**src/rtl/vga_timing_pkg.sv**
```systemverilog
// rtl/vga_timing_pkg.sv - VGA 640x480@60 timing constants and shared palette code type
//
// Purpose: default raster geometry, derived totals and sync window bounds,
//          the palette code type shared with the palette stage, and a
//          half-open window decode helper used for sync/blank generation.
// Ports:   none (package).
package vga_timing_pkg;

  localparam int H_VISIBLE = 640;
  localparam int H_FP      = 16;
  localparam int H_SYNC    = 96;
  localparam int H_BP      = 48;
  localparam int H_TOTAL   = H_VISIBLE + H_FP + H_SYNC + H_BP;

  localparam int V_VISIBLE = 480;
  localparam int V_FP      = 10;
  localparam int V_SYNC    = 2;
  localparam int V_BP      = 33;
  localparam int V_TOTAL   = V_VISIBLE + V_FP + V_SYNC + V_BP;

  localparam int H_SYNC_START = H_VISIBLE + H_FP;
  localparam int H_SYNC_END   = H_SYNC_START + H_SYNC;
  localparam int V_SYNC_START = V_VISIBLE + V_FP;
  localparam int V_SYNC_END   = V_SYNC_START + V_SYNC;

  typedef logic [2:0] pal_code_t;

  // True when lo <= pos < hi for a 10-bit raster counter.
  function automatic logic in_window(input logic [9:0] pos, input int lo, input int hi);
    return (int'(pos) >= lo) && (int'(pos) < hi);
  endfunction

endpackage

```
**src/rtl/sync_delay_line.sv**
```systemverilog
// rtl/sync_delay_line.sv - fixed-depth register delay line with a reset pattern
//
// Purpose: delays a bundle of level signals by DEPTH clocks; every stage
//          resets to RESET_VALUE so the output is defined from the first edge.
// Ports:   clk   in   clock
//          reset in   synchronous, active-high reset
//          din   in   [WIDTH] undelayed bundle
//          dout  out  [WIDTH] bundle delayed by DEPTH clocks
module sync_delay_line #(
  parameter int               DEPTH       = 1,
  parameter int               WIDTH       = 1,
  parameter logic [WIDTH-1:0] RESET_VALUE = '0
) (
  input  logic             clk,
  input  logic             reset,
  input  logic [WIDTH-1:0] din,
  output logic [WIDTH-1:0] dout
);

  logic [WIDTH-1:0] stage_q [DEPTH];
  logic [WIDTH-1:0] stage_d [DEPTH];

  always_comb begin
    stage_d[0] = din;
    for (int i = 1; i < DEPTH; i++) begin
      stage_d[i] = stage_q[i-1];
    end
  end

  always_ff @(posedge clk) begin
    if (reset) begin
      for (int i = 0; i < DEPTH; i++) begin
        stage_q[i] <= RESET_VALUE;
      end
    end else begin
      for (int i = 0; i < DEPTH; i++) begin
        stage_q[i] <= stage_d[i];
      end
    end
  end

  assign dout = stage_q[DEPTH-1];

endmodule

```
**src/rtl/vga_scan_timer.sv**
```systemverilog
// rtl/vga_scan_timer.sv - VGA raster timer with frame-synchronous palette select
//
// Purpose: divides Clk into a pixel strobe, scans drawX/drawY over the full
//          raster, decodes registered hs/vs/blank_n, pulses frame_start and
//          counts frames at each raster wrap, and applies a handshaked
//          palette request only at a frame boundary so no frame tears.
// Build option: VGA_PIPE_ALIGN_EN - when defined, hs/vs/blank_n are delayed
//          by SYNC_DELAY Clk through sync_delay_line; drawX/drawY,
//          frame_start and palSelect are never delayed.
// Ports:   Clk            in   system clock
//          Reset          in   synchronous, active-high reset
//          pal_req        in   [3] requested palette code
//          pal_req_valid  in   request valid
//          pal_ready      out  able to accept a request
//          pixel_ce       out  one-Clk pixel strobe
//          drawX          out  [10] horizontal counter
//          drawY          out  [10] vertical counter
//          hs             out  horizontal sync, active low
//          vs             out  vertical sync, active low
//          blank_n        out  high inside the visible region
//          frame_start    out  one-Clk pulse after the raster wraps to (0,0)
//          palSelect      out  [3] palette applied for the current frame
//          frame_count    out  [16] completed frames, wraps modulo 2^16
module vga_scan_timer
  import vga_timing_pkg::*;
#(
  parameter int        H_VISIBLE   = vga_timing_pkg::H_VISIBLE,
  parameter int        H_FP        = vga_timing_pkg::H_FP,
  parameter int        H_SYNC      = vga_timing_pkg::H_SYNC,
  parameter int        H_BP        = vga_timing_pkg::H_BP,
  parameter int        V_VISIBLE   = vga_timing_pkg::V_VISIBLE,
  parameter int        V_FP        = vga_timing_pkg::V_FP,
  parameter int        V_SYNC      = vga_timing_pkg::V_SYNC,
  parameter int        V_BP        = vga_timing_pkg::V_BP,
  parameter int        CE_DIV      = 2,
  parameter pal_code_t DEFAULT_PAL = 3'b000,
  parameter int        SYNC_DELAY  = 1
) (
  input  logic        Clk,
  input  logic        Reset,
  input  logic [2:0]  pal_req,
  input  logic        pal_req_valid,
  output logic        pal_ready,
  output logic        pixel_ce,
  output logic [9:0]  drawX,
  output logic [9:0]  drawY,
  output logic        hs,
  output logic        vs,
  output logic        blank_n,
  output logic        frame_start,
  output logic [2:0]  palSelect,
  output logic [15:0] frame_count
);

  localparam int LINE_LEN    = H_VISIBLE + H_FP + H_SYNC + H_BP;
  localparam int FRAME_LINES = V_VISIBLE + V_FP + V_SYNC + V_BP;
  localparam int HS_START    = H_VISIBLE + H_FP;
  localparam int HS_END      = HS_START + H_SYNC;
  localparam int VS_START    = V_VISIBLE + V_FP;
  localparam int VS_END      = VS_START + V_SYNC;
  localparam int DIV_W       = (CE_DIV > 1) ? $clog2(CE_DIV) : 1;

  localparam logic [DIV_W-1:0] DIV_LAST = DIV_W'(CE_DIV - 1);
  localparam logic [9:0]       X_LAST   = 10'(LINE_LEN - 1);
  localparam logic [9:0]       Y_LAST   = 10'(FRAME_LINES - 1);

`ifdef VGA_PIPE_ALIGN_EN
  localparam bit PIPE_ALIGN = 1'b1;
`else
  localparam bit PIPE_ALIGN = 1'b0;
`endif
  localparam int PIPE_DEPTH = PIPE_ALIGN ? SYNC_DELAY : 0;

  logic [DIV_W-1:0] div_q, div_d;
  logic             pce_q, pce_d;
  logic [9:0]       x_q, x_d, y_q, y_d;
  logic             hs_q, hs_d, vs_q, vs_d, blank_q, blank_d;
  logic             fs_q, fs_d;
  logic [15:0]      fc_q, fc_d;
  pal_code_t        pal_q, pal_d, pend_q, pend_d;
  logic             ready_q, ready_d;
  logic             wrap;

  always_comb begin
    // The strobe is registered so it stays low through reset and first
    // rises CE_DIV edges after release.
    div_d = (div_q == DIV_LAST) ? '0 : div_q + 1'b1;
    pce_d = (div_q == DIV_LAST);

    x_d  = x_q;
    y_d  = y_q;
    wrap = 1'b0;
    if (pce_q) begin
      if (x_q == X_LAST) begin
        x_d = '0;
        if (y_q == Y_LAST) begin
          y_d  = '0;
          wrap = 1'b1;
        end else begin
          y_d = y_q + 10'd1;
        end
      end else begin
        x_d = x_q + 10'd1;
      end
    end

    // Decoded from the next counter values so the registered sync/blank
    // always line up with the registered counters.
    hs_d    = !in_window(x_d, HS_START, HS_END);
    vs_d    = !in_window(y_d, VS_START, VS_END);
    blank_d = in_window(x_d, 0, H_VISIBLE) && in_window(y_d, 0, V_VISIBLE);

    fs_d = wrap;
    fc_d = wrap ? fc_q + 16'd1 : fc_q;

    // pal_ready low means a request is pending. Apply and accept can never
    // coincide, so a request taken on the wrap edge waits a full frame.
    pal_d   = pal_q;
    pend_d  = pend_q;
    ready_d = ready_q;
    if (wrap && !ready_q) begin
      pal_d   = pend_q;
      ready_d = 1'b1;
    end else if (pal_req_valid && ready_q) begin
      pend_d  = pal_req;
      ready_d = 1'b0;
    end
  end

  always_ff @(posedge Clk) begin
    if (Reset) begin
      div_q   <= '0;
      pce_q   <= 1'b0;
      x_q     <= '0;
      y_q     <= '0;
      hs_q    <= 1'b1;
      vs_q    <= 1'b1;
      blank_q <= 1'b1;
      fs_q    <= 1'b0;
      fc_q    <= '0;
      pal_q   <= DEFAULT_PAL;
      pend_q  <= DEFAULT_PAL;
      ready_q <= 1'b1;
    end else begin
      div_q   <= div_d;
      pce_q   <= pce_d;
      x_q     <= x_d;
      y_q     <= y_d;
      hs_q    <= hs_d;
      vs_q    <= vs_d;
      blank_q <= blank_d;
      fs_q    <= fs_d;
      fc_q    <= fc_d;
      pal_q   <= pal_d;
      pend_q  <= pend_d;
      ready_q <= ready_d;
    end
  end

  generate
    if (PIPE_DEPTH > 0) begin : g_pipe
      sync_delay_line #(
        .DEPTH       (PIPE_DEPTH),
        .WIDTH       (3),
        .RESET_VALUE (3'b111)
      ) u_sync_delay (
        .clk   (Clk),
        .reset (Reset),
        .din   ({hs_q, vs_q, blank_q}),
        .dout  ({hs, vs, blank_n})
      );
    end else begin : g_direct
      assign hs      = hs_q;
      assign vs      = vs_q;
      assign blank_n = blank_q;
    end
  endgenerate

  assign pixel_ce    = pce_q;
  assign drawX       = x_q;
  assign drawY       = y_q;
  assign frame_start = fs_q;
  assign frame_count = fc_q;
  assign palSelect   = pal_q;
  assign pal_ready   = ready_q;

endmodule
```
**config.mk**
```make
export PLATFORM = sky130hd
export DESIGN_NAME = vga_scan_timer
export DESIGN_NICKNAME = d
export VERILOG_FILES = /design/src/rtl/vga_timing_pkg.sv /design/src/rtl/sync_delay_line.sv /design/src/rtl/vga_scan_timer.sv
export SDC_FILE = /design/constraint.sdc
export NUM_CORES = 1
export LEC_CHECK = 0
export ABC_CLOCK_PERIOD_IN_PS = 4700
export BUFFER_PORTS_ARGS = -buffer_cell sky130_fd_sc_hd__buf_2
export CORE_MARGIN = 2
export CORE_UTILIZATION = 40
export CTS_CLUSTER_DIAMETER = 30
export CTS_CLUSTER_SIZE = 12
export DETAILED_ROUTE_END_ITERATION = 8
export PLACE_DENSITY_LB_ADDON = 0.08
export SLEW_MARGIN = 10
export SYNTH_ARGS = -nofsm -noshare
export SYNTH_HDL_FRONTEND = slang
export SYNTH_SLANG_ARGS = --single-unit
```
**constraint.sdc**
```tcl
create_clock -name Clk -period 4.7 [get_ports Clk]
set_clock_uncertainty 0.2 [all_clocks]
set_input_delay 0.705 -clock Clk [delete_from_list [all_inputs] [get_ports Clk]]
set_output_delay 0.705 -clock Clk [all_outputs]
set_load 0.005 [all_outputs]
```
* After elaboration in Yosys (flattened, before gate mapping) *
Index checks and enable logic that the tools add are counted.

cells by class
  add/subtract/negate cells = 4
  bitwise logic cells = 1
  mux-type cells = 8
  magnitude comparators = 6
  reductions and logical operators = 11
  equality and inequality tests = 2

operator list
  kind                                                                    count
  10-bit 2-to-1 mux                                                       5
  10-bit by 1-bit adder with 10-bit output, second input constant         2
  10-bit == test, second input constant                                   2
  10-bit < comparator, second input constant                              2
  10-bit by 9-bit < comparator with 1-bit output, second input constant   2
  16-bit by 1-bit adder with 16-bit output, second input constant         1
  10-bit >= comparator, second input constant                             1
  10-bit by 9-bit >= comparator with 1-bit output, second input constant  1
  1-bit logical AND                                                       5
  2-bit OR reduction                                                      2
  1-bit logical NOT                                                       3
  1-bit 2-to-1 mux                                                        3
  2-bit AND reduction                                                     1
  1-bit adder, second input constant                                      1
  1-bit NOT                                                               1

storage, ports and cells
  output and inout port bits = 45
  register bits after elaboration = 49
  input port bits = 6

* Logic depth before layout (Yosys ltp) *
  depth in word-level cells = 7
  depth in mapped cells = 9

* Worst setup path after synthesis *
OpenSTA, ideal clock, no wires.

  path kind = reg-to-reg
  from = register x_q[5] (netlist: drawX[5])
  to = register blank_q (netlist: blank_n)
  library setup time = 0.126 ns
  data required time = 4.374 ns
  clock period less this slack = 2.441 ns
  data arrival time = 2.114 ns
  setup slack = 2.259 ns
  stages on the path, launching flop included = 8
  path buffers = 2
  path through = dfxtp_1 -> buf_6 -> or4b_4 -> or4_1 -> buf_2 -> or4_4 -> a21oi_2 -> a221oi_2

between the ends
  word-level cells in the longest chain between the ends = 5
  elaborated cells between the ends (all ways) = 9
  those cells by class = 1 x add/sub; 2 x order compare; 1 x eq/ne; 4 x mux; 1 x reduce/logical

RTL lines
  item                                                                                   RTL line                                     source
  from (decl)                                                                            vga_scan_timer.sv:76                         logic [9:0] x_q, x_d, y_q, y_d;
  from (signal assigned)                                                                 vga_scan_timer.sv:134                        x_q <= '0;
  from (signal assigned)                                                                 vga_scan_timer.sv:147                        x_q <= x_d;
  10-bit by 1-bit adder with 10-bit output or 10-bit == test (tied branches)             vga_scan_timer.sv:103, vga_scan_timer.sv:94
  10-bit 2-to-1 mux                                                                      vga_scan_timer.sv:94                         if (x_q == X_LAST) begin
  10-bit 2-to-1 mux                                                                      vga_scan_timer.sv:93                         if (pce_q) begin
  10-bit < comparator or 10-bit by 9-bit < comparator with 1-bit output (tied branches)  vga_timing_pkg.sv:30                         return (int'(pos) >= lo) && (int'(pos) < hi);
  1-bit logical AND (*)                                                                  vga_scan_timer.sv:111                        blank_d = in_window(x_d, 0, H_VISIBLE) && in_window(y_d, 0, V_VISIBLE);
  to (signal assigned)                                                                   vga_scan_timer.sv:151                        blank_q <= blank_d;
  to (decl)                                                                              vga_scan_timer.sv:77                         logic hs_q, hs_d, vs_q, vs_d, blank_q, blank_d;

Every way passes the cells marked *; elsewhere a longest branch is shown, timed or not.
A chain may end at the register's enable or synchronous reset.

* Worst setup path after layout *
  from = register x_q[0] (netlist: drawX[0])
  to = register fc_q[15] (netlist: frame_count[15])

between the ends
  word-level cells in the longest chain between the ends = 3

RTL lines
  item                  RTL line               source
  10-bit == test        vga_scan_timer.sv:94
  1-bit 2-to-1 mux      vga_scan_timer.sv:94
  1-bit 2-to-1 mux      vga_scan_timer.sv:93
  to (signal assigned)  vga_scan_timer.sv:140  fc_q <= '0;
  to (signal assigned)  vga_scan_timer.sv:153  fc_q <= fc_d;
  to (decl)             vga_scan_timer.sv:79   logic [15:0] fc_q, fc_d;

Every way passes these cells.

==> metrics <==
outcome finished, final reports clean; Clk pin slew, worst setup/hold paths 0.10 ns; Final Util 48.6%; DR vias/cell 5.23; via count 2086; Nets 336; largest net degree at the start of global routing 34; DRC Markers 0; crit start category flip-flop; Max FO, Critical Path 13; DR WL/cell 13.1 um; fraction of layout cells with a size suffix above 1 around a fifth; CTS Buffer Depth 2; fmax between 300 and 400 MHz; Final Non-Filler Cells 399; area delta synth->final 16.1%; top post-synthesis cells by area dfxtp_1, a21oi_1, nor2_1, nand2_1, xnor2_1; ant diodes 0; Critical Path Sink Type flip-flop; Critical Path RT 4.74 ns; first drt pass iteration count 5; Placed Area 0.00261 mm^2; final max-slew violation count 0; Final setup violation count 0; Mapped Area 0.00232 mm^2; Die Footprint about 0.0064 mm^2; Die Span Y 80.2 um; die width 80.2 um; Netlist cell types slightly above 40; I/O pin count 51; final period utilization 57.2%; Min Clock Period, post-route 2.69 ns; CP cell instances ha_1 > nand2_1 > nor4_2 > buf_4 > nand4_1 > or4_1 > a21oi_1; first-pass GRT wire length 8450 um; Worst setup startpoint drawX[0]; Yosys warnings 0; Hold Path Origin div_q; RSZ-0062 raised after global routing no; commonest non-fill, non-tap cells in the layout buf_2, dfxtp_1, nor2_1; CTS tree done; worst r2r src drawX[0]; VDD IR max 0.000135 V; LEAKAGE 0.00102 uW; Final Hold Viols 0; initial antenna violation count 0; number of global-route vias before repair between 1500 and 2000; Post-Place Cells 391; Fin Hold WS between 0.2 and 0.25 ns; WP data arrival 2.73 ns; Syn Nets 293; Slew @ Worst Pin 0.634 ns; initial core utilization 41.9%; total CTS buffers 5; Detailed Route WL between 5000 and 6000 um; CP max stage delay 0.54 ns; Core Rows 27; Post-Syn Instances 283; 1st-iter DRT viols 100; final instance area 0.00269 mm^2; Rel. slew slack 57.7%; Hold/Removal Path Class flip-flop to flip-flop; # resized after CTS 0; CP max-delay cell or4_1; worst skew pair latency about 0.30 ns; core region area 0.00554 mm^2; Yosys top cell by area dfxtp_1; Power Dens Cells between 200 and 300 mW/mm^2; CP Class flip-flop to flip-flop; share of Yosys cell area claimed by the top area cell type 42.3%; dpl hpwl 3660 um; antenna viol nets, final 0; setup tns final 0 ns; grt total ovfl 0; CTS HTree Levels 2; Setup Buffers After CTS 0; Seq/Total Area, Yosys 42.3%; hold buffers post-CTS 0; max-cap violations 0; Synth Register Bits 49; IO buf count 50; commonest non-fill, non-tap cell in the layout buf_2; Tot GR Track Use ~17%; Final Wtd Congestion 0.743; clock sink count 49; Mean Syn Cell Area 8.20 um^2; clk root buf clkbuf_8
[flip-flops by register name, summed over array words and instances (netlist names)]
name,count
frame_count,16
blank_n,1
hs,1
pixel_ce,1
div_q,1
frame_start,1
palSelect,3
drawX,10
vs,1
drawY,10
pal_ready,1
pend_q,3
[critical path: cells and delay by family (launching register included)]
family	cells	cell delay, ns
DFF	1	0.41
AOI/OAI and AO/OA	1	0.14
adders and majority gates	1	0.25
and+or+nand+nor	4	1.40
buffers and inverters	1	0.22
[power breakdown]
group / internal, uW / switching (uW)
registers: 419 / 4.73
clock network: 105 / 146
logic: 6.57 / 11.3
total: 531 / 162
[path summary, 6_finish.rpt]
path | depth (start not counted) | end | slack [ns]
max | 7 | frame_count[15] | 2.01
min | 1 | div_q | 0.21
max reg2reg | 7 | frame_count[15] | 2.01
min reg2reg | 1 | div_q | 0.21
[synthesized netlist by cell type]
library cell	instances
and4b_1	1
ha_1	4
a311oi_1	1
a221oi_2	1
or4_4	1
or4_1	3
nand4b_1	1
clkbuf_1	11
a21oi_1	24
nand2b_1	1
a21oi_2	1
nand3_1	13
or4b_4	1
nand4_1	9
nor2_1	31
buf_2	3
a2111oi_0	1
inv_1	9
nand4bb_1	1
xor2_1	8
and4_1	4
o2111ai_1	2
nor2b_1	4
mux2i_1	1
a211o_1	1
nor4_1	5
o21ai_0	18
nor3_1	5
nand2_1	30
nor3b_1	1
or2_2	1
nand3b_1	1
dfxtp_1	49
a21o_1	1
o31ai_1	3
buf_6	1
o211a_1	1
and3_1	2
or3_1	13
xnor2_1	12
and2_1	3
[layout make-up]
class                   count  area, um^2
well taps                  72        90.1
clock buffers               6        72.6
multi-input cells         210        1240
clock inverters             2        15.0
repair buffers             51         258
flip-flops and latches     49         981
inverters                   9        33.8
fillers                   581        2850
[kinds of logic (layout without fill, tap and decap cells)]
| group | after synthesis | after routing | share of synthesized area, % |
|---|---|---|---|
| multiplexers | 1 | 1 | 0.432 |
| AO/OA/AOI/OAI | 54 | 54 | 13.7 |
| flip-flops | 49 | 49 | 42.3 |
| XOR/XNOR | 20 | 20 | 7.55 |
| AND/OR/NAND/NOR | 131 | 131 | 29.5 |
| buffers and inverters | 24 | 68 | 4.37 |
| adder cells (fa/ha/maj) | 4 | 4 | 2.16 |
[per-layer routing]
layer	part of all wire, %	vias up	global-route usage [%]
met3	5.1	5	4.38
met1	50	956	24.5
met2	44	44	23.9
met4	0.92	0	5.08
met5	0	-	0
li1	-	1081	-
[through the flow]
step,worst slack [ns],power (uW)
after floorplan,2.26,444
after global placement,2.10,451
after detailed placement,2.05,452
after CTS,2.02,701
after global routing,1.79,724
final,2.01,692
Note: power is estimated with default switching activity, not from simulation.
